**src/rtl/clause_vote_eval_if.sv**
```systemverilog
// Bundles the request/result signals exchanged between the storage side and the
// clause evaluator; the storage side is the master and the evaluator is the slave.
interface clause_vote_eval_if #(
  parameter int CLAUSE_NUM   = 4,
  parameter int LITERAL_NUM  = 8,
  parameter int STATE_WIDTH  = 8,
  parameter int WEIGHT_WIDTH = 8,
  parameter int SCORE_WIDTH  = 16
);
  logic                                       start;
  logic [LITERAL_NUM-1:0]                     literals;
  logic [CLAUSE_NUM*LITERAL_NUM*STATE_WIDTH-1:0] state_in;
  logic [CLAUSE_NUM*WEIGHT_WIDTH-1:0]         weight_in;
  logic                                       busy;
  logic                                       done;
  logic [CLAUSE_NUM-1:0]                      conjunction_result;
  logic [CLAUSE_NUM*LITERAL_NUM-1:0]          actions;
  logic [SCORE_WIDTH-1:0]                     score;

  modport master (
    output start, literals, state_in, weight_in,
    input  busy, done, conjunction_result, actions, score
  );

  modport slave (
    input  start, literals, state_in, weight_in,
    output busy, done, conjunction_result, actions, score
  );
endinterface

```
**src/rtl/clause_vote_eval.sv**
```systemverilog
// Evaluates one clause per cycle against a captured literal vector and accumulates
// the saturating signed weighted class vote (even clauses vote +, odd clauses vote -).
module clause_vote_eval #(
  parameter int CLAUSE_NUM   = 4,
  parameter int LITERAL_NUM  = 8,
  parameter int STATE_WIDTH  = 8,
  parameter int WEIGHT_WIDTH = 8,
  parameter int SCORE_WIDTH  = 16
) (
  input logic              clk,
  input logic              rst,
  clause_vote_eval_if.slave bus
);
  localparam logic [1:0] ST_IDLE = 2'd0;
  localparam logic [1:0] ST_EVAL = 2'd1;
  localparam logic [1:0] ST_DONE = 2'd2;

  localparam int IDX_W = (CLAUSE_NUM > 1) ? $clog2(CLAUSE_NUM) : 1;
  localparam int SUM_W = ((SCORE_WIDTH > WEIGHT_WIDTH) ? SCORE_WIDTH : WEIGHT_WIDTH) + 2;
  localparam logic [IDX_W-1:0] LAST_IDX = IDX_W'(CLAUSE_NUM - 1);
  localparam logic signed [SUM_W-1:0] SAT_MAX =
    {{(SUM_W-SCORE_WIDTH+1){1'b0}}, {(SCORE_WIDTH-1){1'b1}}};
  localparam logic signed [SUM_W-1:0] SAT_MIN =
    {{(SUM_W-SCORE_WIDTH+1){1'b1}}, {(SCORE_WIDTH-1){1'b0}}};

  logic [1:0]                        fsm;
  logic [IDX_W-1:0]                  idx;
  logic [LITERAL_NUM-1:0]            lit_q;
  logic [CLAUSE_NUM*WEIGHT_WIDTH-1:0] weight_q;
  logic [CLAUSE_NUM-1:0]             conj_q;
  logic [CLAUSE_NUM*LITERAL_NUM-1:0] act_q;
  logic [SCORE_WIDTH-1:0]            score_q;

  logic [CLAUSE_NUM*LITERAL_NUM-1:0] in_msb;
  logic                              unused_state_lsbs;
  logic [LITERAL_NUM-1:0]            cur_inc;
  logic [WEIGHT_WIDTH-1:0]           cur_w;
  logic                              fire;
  logic signed [SUM_W-1:0]           ext_score;
  logic signed [SUM_W-1:0]           ext_w;
  logic signed [SUM_W-1:0]           sum;
  logic [SCORE_WIDTH-1:0]            score_next;

  // Only the state MSB (the include action) matters, so the capture keeps just that image.
  always_comb begin
    in_msb = '0;
    unused_state_lsbs = 1'b0;
    for (int i = 0; i < CLAUSE_NUM*LITERAL_NUM; i++) begin
      in_msb[i] = bus.state_in[i*STATE_WIDTH + STATE_WIDTH - 1];
      unused_state_lsbs = unused_state_lsbs ^ (^bus.state_in[i*STATE_WIDTH +: STATE_WIDTH]);
    end
  end

  always_comb begin
    cur_inc = '0;
    cur_w   = '0;
    for (int c = 0; c < CLAUSE_NUM; c++) begin
      if (idx == IDX_W'(c)) begin
        cur_inc = act_q[c*LITERAL_NUM +: LITERAL_NUM];
        cur_w   = weight_q[c*WEIGHT_WIDTH +: WEIGHT_WIDTH];
      end
    end
  end

  // An empty clause never fires; otherwise every included literal must be 1.
  assign fire = (|cur_inc) && ((cur_inc & ~lit_q) == '0);

  always_comb begin
    ext_score = {{(SUM_W-SCORE_WIDTH){score_q[SCORE_WIDTH-1]}}, score_q};
    ext_w     = {{(SUM_W-WEIGHT_WIDTH){1'b0}}, cur_w};
    sum       = idx[0] ? (ext_score - ext_w) : (ext_score + ext_w);
    if (sum > SAT_MAX)
      score_next = SAT_MAX[SCORE_WIDTH-1:0];
    else if (sum < SAT_MIN)
      score_next = SAT_MIN[SCORE_WIDTH-1:0];
    else
      score_next = sum[SCORE_WIDTH-1:0];
  end

  always_ff @(posedge clk) begin
    if (rst) begin
      fsm      <= ST_IDLE;
      idx      <= '0;
      lit_q    <= '0;
      weight_q <= '0;
      conj_q   <= '0;
      act_q    <= '0;
      score_q  <= '0;
    end else begin
      case (fsm)
        ST_IDLE: begin
          if (bus.start) begin
            lit_q    <= bus.literals;
            weight_q <= bus.weight_in;
            act_q    <= in_msb;
            conj_q   <= '0;
            score_q  <= '0;
            idx      <= '0;
            fsm      <= ST_EVAL;
          end
        end
        ST_EVAL: begin
          conj_q[idx] <= fire;
          if (fire)
            score_q <= score_next;
          if (idx == LAST_IDX)
            fsm <= ST_DONE;
          else
            idx <= idx + IDX_W'(1);
        end
        ST_DONE: fsm <= ST_IDLE;
        default: fsm <= ST_IDLE;
      endcase
    end
  end

  assign bus.busy               = (fsm == ST_EVAL) || (fsm == ST_DONE);
  assign bus.done               = (fsm == ST_DONE);
  assign bus.conjunction_result = conj_q;
  assign bus.actions            = act_q;
  assign bus.score              = score_q;
endmodule

```
**src/flat_wrapper.sv**
```systemverilog
// flat-port wrapper written by rule: the top's interface ports become plain ports
module clause_vote_eval_flat 
#(
  parameter int CLAUSE_NUM   = 4,
  parameter int LITERAL_NUM  = 8,
  parameter int STATE_WIDTH  = 8,
  parameter int WEIGHT_WIDTH = 8,
  parameter int SCORE_WIDTH  = 16
)
  (clk, rst, bus_start, bus_literals, bus_state_in, bus_weight_in, bus_busy, bus_done, bus_conjunction_result, bus_actions, bus_score);
  clause_vote_eval_if #(.CLAUSE_NUM(CLAUSE_NUM), .LITERAL_NUM(LITERAL_NUM), .STATE_WIDTH(STATE_WIDTH), .WEIGHT_WIDTH(WEIGHT_WIDTH), .SCORE_WIDTH(SCORE_WIDTH)) bus_i ();
  input logic clk;
  input logic rst;
  input wire logic [$bits(bus_i.start)-1:0] bus_start;
  input wire logic [$bits(bus_i.literals)-1:0] bus_literals;
  input wire logic [$bits(bus_i.state_in)-1:0] bus_state_in;
  input wire logic [$bits(bus_i.weight_in)-1:0] bus_weight_in;
  output wire logic [$bits(bus_i.busy)-1:0] bus_busy;
  output wire logic [$bits(bus_i.done)-1:0] bus_done;
  output wire logic [$bits(bus_i.conjunction_result)-1:0] bus_conjunction_result;
  output wire logic [$bits(bus_i.actions)-1:0] bus_actions;
  output wire logic [$bits(bus_i.score)-1:0] bus_score;
  assign bus_i.start = bus_start;
  assign bus_i.literals = bus_literals;
  assign bus_i.state_in = bus_state_in;
  assign bus_i.weight_in = bus_weight_in;
  assign bus_busy = bus_i.busy;
  assign bus_done = bus_i.done;
  assign bus_conjunction_result = bus_i.conjunction_result;
  assign bus_actions = bus_i.actions;
  assign bus_score = bus_i.score;
  clause_vote_eval #(.CLAUSE_NUM(CLAUSE_NUM), .LITERAL_NUM(LITERAL_NUM), .STATE_WIDTH(STATE_WIDTH), .WEIGHT_WIDTH(WEIGHT_WIDTH), .SCORE_WIDTH(SCORE_WIDTH)) u_core (.clk(clk), .rst(rst), .bus(bus_i));
endmodule
```
**config.mk**
```make
export PLATFORM = sky130hd
export DESIGN_NAME = clause_vote_eval_flat
export DESIGN_NICKNAME = d
export VERILOG_FILES = /design/src/rtl/clause_vote_eval_if.sv /design/src/rtl/clause_vote_eval.sv /design/src/flat_wrapper.sv
export SDC_FILE = /design/constraint.sdc
export NUM_CORES = 1
export LEC_CHECK = 0
export BUFFER_PORTS_ARGS = -buffer_cell sky130_fd_sc_hd__buf_2
export CORE_AREA = 2 2 138 140
export CTS_BUF_LIST = sky130_fd_sc_hd__clkbuf_4 sky130_fd_sc_hd__clkbuf_8
export CTS_CLUSTER_DIAMETER = 150
export DETAILED_ROUTE_END_ITERATION = 16
export DIE_AREA = 0 0 140 142
export MAX_ROUTING_LAYER = met4
export PLACE_DENSITY = 0.68
export SLEW_MARGIN = 20
export SYNTH_ARGS = -nofsm -noshare
export SYNTH_HDL_FRONTEND = slang
export SYNTH_SLANG_ARGS = --single-unit
```
**constraint.sdc**
```tcl
create_clock -name clk -period 4.3 [get_ports clk]
set_clock_uncertainty 0.05 [all_clocks]
set_input_delay 0.43 -clock clk [delete_from_list [all_inputs] [get_ports clk]]
set_output_delay 0.43 -clock clk [all_outputs]
set_load 0.02 [all_outputs]
```
# Word level (Yosys, flattened, before mapping)
# Index checks and enable logic that the tools add are counted.
[classes]
add_sub_neg = 3
order_cmp = 4
n_eq_ne = 9
muxes = 25
bitwise_logic = 2
n_reduce_logical = 13
[ops]
columns = ["cell", "count"]
rows = [
  ["$mux 16", 4],
  ["$mux 8", 8],
  ["$pmux 16 s2", 1],
  ["$gt 18x16->1 const B", 1],
  ["$lt 18x16->1 const B", 1],
  ["$mux 18", 1],
  ["$add 16x9->17", 1],
  ["$sub 16x9->17", 1],
  ["$and 8x8->8", 1],
  ["$logic_not 8->1", 1],
  ["$mux 2", 4],
  ["$not 8->8", 1],
  ["$pmux 2 s2", 2],
  ["$pmux 4 s2", 1],
  ["$reduce_or 8->1", 1],
  ["$eq 2x2->1 const B", 3],
  ["$reduce_and 2->1", 3],
  ["$reduce_and 3->1", 2],
  ["$bwmux 4", 1],
  ["$eq 2x1->1 const B", 2],
  ["$logic_not 2->1", 2],
  ["$mux 4", 1],
  ["$ne 2x1->1 const B", 2],
  ["$ne 2x2->1 const B", 2],
  ["8 further kinds", 9],
]
[totals]
reg_bits = 96
inputBits = 299
out_inout_bits = 54
word_cells = 63

# Logic depth before layout (Yosys ltp)
# Gate-level depths: netlist (run 1).
[depth]
word_depth = 12
ltp_mapped = 24
depth_no_buf = 20

# Least setup slack after synthesis (run 1)
# OpenSTA, ideal clock, no wires.
[synth_timing]
path_type = "register to register"
startpoint = "register u_core.idx[0]"
endpoint = "register u_core.score_q[13], in the netlist u_core.bus.score[13]"
setup_time_ps = 122
arrival_time_ps = 4520
required_time_ps = 4128
path_slack_ps = -392
path_stages_with_launch = 22
n_path_buf = 6
synth_period_minus_slack_ps = 4692
cell_sequence = "dfxtp_1 ha_1 buf_6 buf_4 buf_2 buf_1 nor2_1 a21oi_1 ha_1 a21boi_1 a41o_1 ha_1 clkbuf_1 a21oi_1 o21ai_0 a41o_1 a211o_1 a21oi_1 xor2_1 a21oi_2 buf_6 a221o_1"
[synth_between]
elab_chain_cells = 12
elab_cells_between_ends = 27
classes_between = "2 x add/sub; 2 x order compare; 4 x eq/ne; 13 x mux; 1 x bitwise; 5 x reduce/logical"
[synth_lines]
columns = ["element", "line", "source"]
rows = [
  ["start: declaration", "clause_vote_eval.sv:27", "logic [IDX_W-1:0] idx;"],
  ["start signal: assignment", "clause_vote_eval.sv:109", "idx <= idx + IDX_W'(1);"],
  ["$logic_not 2->1", "clause_vote_eval.sv:58", "if (idx == IDX_W'(c)) begin"],
  ["$mux 8 (4 in series)", "clause_vote_eval.sv:58", ""],
  ["$add 16x9->17 or $sub 16x9->17 (tied branches)", "clause_vote_eval.sv:71", "sum = idx[0] ? (ext_score - ext_w) : (ext_score + ext_w);"],
  ["$mux 18", "clause_vote_eval.sv:71", ""],
  ["$lt 18x16->1", "clause_vote_eval.sv:74", "else if (sum < SAT_MIN)"],
  ["$mux 16", "clause_vote_eval.sv:74", ""],
  ["$mux 16", "clause_vote_eval.sv:72", "if (sum > SAT_MAX)"],
  ["$mux 16", "clause_vote_eval.sv:104", "if (fire)"],
  ["$pmux 16 s2", "clause_vote_eval.sv:90", "case (fsm)"],
  ["end signal: assignment", "clause_vote_eval.sv:105", "score_q <= score_next;"],
  ["end: declaration", "clause_vote_eval.sv:32", "logic [SCORE_WIDTH-1:0] score_q;"],
]
# Several ways; a longest one is shown, not always the timed one. The select of a mux whose other input is x is not followed.
# A chain may end at the register's enable or synchronous reset.

# Worst setup path after layout (run 1)
[layout_timing]
startpoint = "register u_core.idx[0]"
endpoint = "register u_core.score_q[9], in the netlist u_core.bus.score[9]"
# Same word-level chain as after synthesis.

==> impl_metrics.py, run 1 <==
metrics = {
    "critical_path": {
        "cpPeakStageDelay_ns": 0.38,
        "crit_fanout": 7,
        "critPathLaunchType": "flop",
        "crit_arrival_ns": 4.47,
        "critPathKind": "flop to flop",
        "cpMostUsedCell": "a21oi_4",
        "path_cells": "buf_6 > ha_4 > nand3b_1 > a21oi_1 > a21oi_1 > nor2_1 > a21oi_2 > ha_2 > buf_6 > a21boi_4 > a41o_4 > ha_4 > a21oi_4 > o21ai_2 > a41o_1 > a211o_1 > a21oi_4 > xor2_4 > a21oi_4 > a221o_1",
        "reg2reg_to": "u_core.bus.score[9]",
        "crit_path_end_kind": "flop",
        "worst-r2r-setup-slack_ns": 0.06,
        "required_ns": 4.53,
        "reg2reg_depth": 20,
        "cp_slowest_cell": "a221o_1",
        "worstReg2RegStart": "u_core.idx[0]",
    },
    "hold_path": {
        "hp-class": "input pin to flop",
        "min_from": "bus_weight_in[31]",
        "holdPathStages": 3,
        "worstHoldEndpoint": "u_core.weight_q[31]",
    },
    "global_route": {
        "grt_usage_pct": 16.3,
        "overflow": 0,
        "first_global_vias": 4786,
        "grt_max_degree": 83,
        "antenna_found_initial": 2,
        "grt_pass1_wl_um": 25000,
    },
    "synthesis": {
        "syn_area_per_cell_um2": 7.81,
        "synth-main-ff-cell": "dfxtp_1",
        "netlist-cell-type-count": 61,
        "yosys_warnings": 0,
        "seq_area_frac_synth_pct": 36.5,
        "syn-cell-area_mm2": 0.00526,
        "syn_inst": 674,
        "synth-seq-cells": 96,
        "synth-edff-count": 0,
        "synthArstFlopShare_pct": 0,
        "syn_nets": 1000,
    },
    "final_layout": {
        "finish.instance_area_mm2": 0.00701,
        "finish.net_count": 1165,
        "area_growth_syn_to_layout_pct": 33.1,
        "layout_common_cells": "191 x nand2_1, 128 x buf_2, 94 x dfxtp_1",
        "layout_commonest_cell": "nand2_1",
        "fill_cells": 1881,
        "drive_above_1_share_pct": 31.8,
    },
    "clock_network": {
        "cts_root_buffer": "clkbuf_8",
        "clk_path_buf_depth": 2,
        "cts-buffers-inserted": 9,
        "numClockSinks": 96,
        "cts_tree": "done",
        "clkTransAtPathRegs_ns": 0.11,
        "htreeDepth": 3,
        "postCtsHoldBufs": 0,
        "clk_latency_ns": 0.39,
    },
    "routing": {
        "via_per_inst": 4.88,
        "totalWireLength_um": 16000,
        "drtAntennaViolNets": 0,
        "drc": 6,
        "drt_iter0_drc": 344,
        "firstDrtPassIters": 11,
        "routedWlPerCell_um": 14.8,
        "vias": 5272,
    },
    "place": {
        "routabilityCongestion": 0.858,
        "dpl.hpwl_um": 11200,
        "io_buffer_count": 128,
        "placed_area_mm2": 0.00643,
    },
    "timing": {
        "fin_crit_sh_pct": 98.5,
        "final.min_clock_period_ns": 4.24,
        "hold_violations": 0,
        "setup-tns-final_ns": 0,
        "tightest_slew_ns": 1.02,
        "max_freq_mhz": 236,
        "drv_slew": 0,
        "maxSlewHeadroom_pct": 31.5,
        "rsz0062_at_grt": "true",
        "setup_viol": 0,
    },
    "run_status": {
        "status": "complete, but fails checks",
        "failed_checks": "design-rule violations",
    },
    "power": {
        "irDropWorstVdd_v": 0.000225,
        "finalPower_uw": 2630,
        "power_density_mw_per_mm2": 376,
        "p_leak_uw": 0.00311,
    },
    "floorplanning": {
        "die-area_mm2": 0.0199,
        "die_y_um": 142,
        "pin_count": 353,
        "core_mm2": 0.0185,
        "row_count": 50,
        "start_util_pct": 28.5,
        "die_width_um": 140,
    },
    "job": {
        "max_cap_viol_count": 0,
    },
}
[how the worst max path moves through the flow]
| stage | start | end | depth (start not counted) |
|---|---|---|---|
| after floorplan | u_core.idx[1] | u_core.bus.score[13] | 24 |
| after global placement | u_core.idx[0] | u_core.bus.score[2] | 18 |
| after detailed placement | u_core.idx[0] | u_core.bus.score[9] | 19 |
| after CTS | u_core.idx[0] | u_core.bus.score[3] | 18 |
| after global routing | u_core.idx[0] | u_core.bus.score[12] | 20 |
| final | u_core.idx[0] | u_core.bus.score[9] | 20 |
[power breakdown]
part / switching, uW / internal, uW / total [uW]
sequential: 42.8 / 945 / 988
combinational: 551 / 488 / 1040
clock: 369 / 240 / 609
total: 963 / 1670 / 2630
[through the flow]
| step | hold WS, ns | worst slack, ns | util [%] | cells |
|---|---|---|---|---|
| CTS | 0.189 | 0.0104 | 36.4 | 1064 |
| floorplan | 0.386 | 0.000160 | - | 674 |
| finish | 0.208 | 0.0637 | 38.0 | 1080 |
| global route | 0.184 | -0.137 | 38.0 | 1080 |
| detailed placement | 0.397 | -0.237 | 34.8 | 1047 |
| global placement | 0.395 | -0.247 | 34.8 | 1047 |
[worst max-delay path: cells and delay by family, from the launching register on]
family | cells | cell delay (ns)
adder cells (fa/ha/maj) | 3 | 0.62
AO/OA/AOI/OAI | 12 | 2.33
flip-flops | 1 | 0.37
buffers and inverters | 2 | 0.21
XOR/XNOR | 1 | 0.33
AND/OR/NAND/NOR | 2 | 0.22
[layout make-up]
type	instances	area, um2	share of cell area, %
timing repair buffer	197	1170	16.8
antenna	2	5.00	0.0714
clock inverter	6	60.1	0.857
multi-input combinational	524	3370	48.1
sequential	96	1930	27.5
tap	234	293	4.18
inverter	11	43.8	0.625
clock buffer	10	138	1.96
[cells by family after synthesis]
family / Yosys count / share of synthesized area (%)
xor gates and xnor gates: 19 / 3.45
and+or+nand+nor: 271 / 22.8
adders and majority gates: 29 / 6.94
muxes: 6 / 1.14
AOI/OAI and AO/OA: 198 / 24.1
DFF: 96 / 36.5
buffers and inverters: 55 / 5.11
[sequential cells by signal, summed over array words and instances (netlist names)]
signal	count
u_core.bus.actions	32
u_core.weight_q	32
u_core.bus.score	16
u_core.lit_q	8
u_core.bus.conjunction_result	4
u_core.fsm	2
u_core.idx	2
[Yosys cell counts, types with 6 or more instances]
| library cell | n | area (um2) |
|---|---|---|
| a21o_1 | 9 | 67.6 |
| a21oi_1 | 102 | 510 |
| a221o_1 | 13 | 130 |
| and3b_1 | 6 | 52.6 |
| buf_6 | 6 | 67.6 |
| clkbuf_1 | 28 | 105 |
| dfxtp_1 | 96 | 1920 |
| ha_1 | 26 | 325 |
| inv_1 | 11 | 41.3 |
| mux2i_1 | 6 | 60.1 |
| nand2_1 | 192 | 721 |
| nand2b_1 | 10 | 62.6 |
| nor2_1 | 18 | 67.6 |
| nor2b_1 | 15 | 93.8 |
| nor3_1 | 7 | 35.0 |
| o211ai_1 | 7 | 52.6 |
| o21a_1 | 6 | 45.0 |
| o21ai_0 | 21 | 105 |
| xnor2_1 | 9 | 78.8 |
| xor2_1 | 8 | 70.1 |
[what timing repair did]
action / in CTS / in global routing
gates resized for setup: 13 / 38
gates cloned: 1 / 0
pin swaps: 4 / 33
endpoints found under the setup margin: 15 / 16
setup buffers: 0 / 17
[metal layers]
layer  wire length (um)  track usage [%]  up-vias
met5                  0                -        -
met4                229             5.00        0
met3                919             3.50       16
met2               6880             23.5      155
met1               7990             22.8     2438
li1                   -                -     2663
Note: power is estimated with default switching activity, not from simulation.
==> inputs of run 2 (changes only) <==
Settings changed: SETUP_SLACK_MARGIN set to 0.5.
Clock period 4.3 ns to 3.8 ns, I/O delays scaled along.
==> run 2 against run 1 <==
The run ends with design-rule violations, negative setup slack left. Power grew 17%. Critical path depth grew 2. Wire length grew 3.5%. Final cell count grew 1.8%.
==> impl_metrics.py, run 2 (synthesis results as in run 1) <==
metrics = {
    "timing": {
        "maxSlewHeadroom_pct": 41.1,
        "max_freq_mhz": 251,
        "setup_viol": 16,
        "fin_crit_sh_pct": 105,
        "rsz0062_at_grt": "true",
        "final.min_clock_period_ns": 3.98,
        "tightest_slew_ns": 0.883,
        "drv_slew": 0,
        "hold_violations": 0,
        "setup_ws_ns": -0.180,
        "setup-tns-final_ns": -2.37,
        "whs_ns": 0.143,
    },
    "routing": {
        "totalWireLength_um": 16600,
        "drc": 6,
        "vias": 5309,
        "via_per_inst": 4.83,
        "drt_iter0_drc": 225,
        "routedWlPerCell_um": 15.1,
        "firstDrtPassIters": 13,
        "drtAntennaViolNets": 0,
    },
    "clock_network": {
        "cts_root_buffer": "clkbuf_8",
        "clk_path_buf_depth": 2,
        "postCtsHoldBufs": 0,
        "clk_latency_ns": 0.41,
        "cts-buffers-inserted": 9,
        "cts_tree": "done",
        "clkTransAtPathRegs_ns": 0.12,
        "numClockSinks": 96,
        "htreeDepth": 3,
    },
    "power": {
        "p_leak_uw": 0.00323,
        "irDropWorstVdd_v": 0.000219,
        "power_density_mw_per_mm2": 423,
    },
    "final_layout": {
        "multi_input_area_mm2": 0.00343,
        "layout_common_cells": "191 x nand2_1, 128 x buf_2, 94 x dfxtp_1",
        "area_growth_syn_to_layout_pct": 38.4,
        "regArea_mm2": 0.00192,
        "finish.net_count": 1185,
        "drive_above_1_share_pct": 36.0,
        "fill_cells": 1848,
        "fin_cells": 1099,
        "layout_commonest_cell": "nand2_1",
    },
    "place": {
        "dp_slack_ns": -0.376,
        "place_inst": 1058,
        "io_buffer_count": 128,
        "dpl.hpwl_um": 11900,
        "routabilityCongestion": 0.849,
    },
    "run_status": {
        "failed_checks": "design-rule violations, negative setup slack",
        "status": "complete, but fails checks",
    },
    "critical_path": {
        "critPathKind": "flop to flop",
        "cpPeakStageDelay_ns": 0.35,
        "crit_arrival_ns": 4.21,
        "path_cells": "buf_6 > ha_4 > nand3b_1 > a21oi_2 > a21oi_1 > nor2_1 > a21oi_4 > ha_4 > nor2_4 > a21oi_4 > inv_2 > ha_1 > nor2b_4 > o2111ai_2 > a31oi_2 > a211o_1 > a21oi_2 > xor2_2 > buf_4 > nor3_4 > clkbuf_16 > a221o_1",
        "crit_path_end_kind": "flop",
        "cp_slowest_cell": "dfxtp_2",
        "crit_fanout": 6,
        "critPathLaunchType": "flop",
        "required_ns": 4.03,
    },
    "floorplanning": {
        "start_util_pct": 28.5,
        "core_mm2": 0.0185,
        "row_count": 50,
        "die_width_um": 140,
        "die-area_mm2": 0.0199,
        "pin_count": 353,
        "die_y_um": 142,
    },
    "job": {
        "max_cap_viol_count": 0,
    },
    "global_route": {
        "antenna_found_initial": 1,
        "first_global_vias": 5081,
        "overflow": 0,
        "grt_usage_pct": 16.8,
        "grt_max_degree": 83,
        "grt_pass1_wl_um": 26100,
    },
    "hold_path": {
        "hp-class": "input pin to flop",
    },
}
## run 2: cell count changes in the layout (fill, tap and decap cells not counted), sizes merged
cell,previous run,this run
diode,2,1
clkinvlp,0,1
a21oi,105,104
buf,197,217
## run 2: layout make-up
type / count / share of cell area [%]
Multi-Input combinational cell: 523 / 47.1
Tap cell: 234 / 4.02
Timing Repair Buffer: 218 / 19.1
Clock inverter: 7 / 0.997
Inverter: 11 / 0.567
Antenna cell: 1 / 0.0344
Sequential cell: 96 / 26.4
Clock buffer: 9 / 1.70
## run 2: repair_timing
action / in CTS / in global routing
setup buffers: 14 / 9
resized for setup: 35 / 32
pin swaps: 15 / 14
cloned: 0 / 1
setup endpoints to repair: 16 / 16
## run 2: power breakdown
part,switching [uW],leakage [uW],internal (uW)
logic,638,0.00235,636
clock network,424,0.0000966,257
registers,52.8,0.000787,1070
total,1120,0.00323,1960
## run 2: layer usage
metal  global-route usage, %  vias up  routed length (um)
met2                    26.2      145                7760
met1                    21.6     2435                7560
met3                    4.21       22                 956
met5                       -        -                   0
li1                        -     2707                   -
met4                    5.21        0                 307
## run 2: final timing paths
check,cells past startpoint,start,to,slack (ns)
min,3,bus_state_in[199],u_core.bus.actions[24],0.14
max,22,u_core.idx[0],u_core.bus.score[6],-0.18
max reg2reg,22,u_core.idx[0],u_core.bus.score[6],-0.18
min reg2reg,2,u_core.weight_q[28],u_core.weight_q[28],0.41
## run 2: stage by stage
stage,power [uW],cell area [um2],util [%]
6_report,3080,7280,39.5
2_1_floorplan,1790,5340,-
3_3_place_gp,2160,6560,35.5
5_1_grt,3260,7280,39.5
4_1_cts,2970,7000,37.9
3_5_place_dp,2180,6560,35.5
## run 2: critical path: cells and delay by family, from the launching register on
family / cells / cell delay (ns)
adder cells (fa/ha/maj): 3 / 0.71
AND/OR/NAND/NOR: 5 / 0.56
XOR/XNOR: 1 / 0.20
buffers and inverters: 4 / 0.49
AO/OA/AOI/OAI: 9 / 1.50
flip-flops: 1 / 0.35
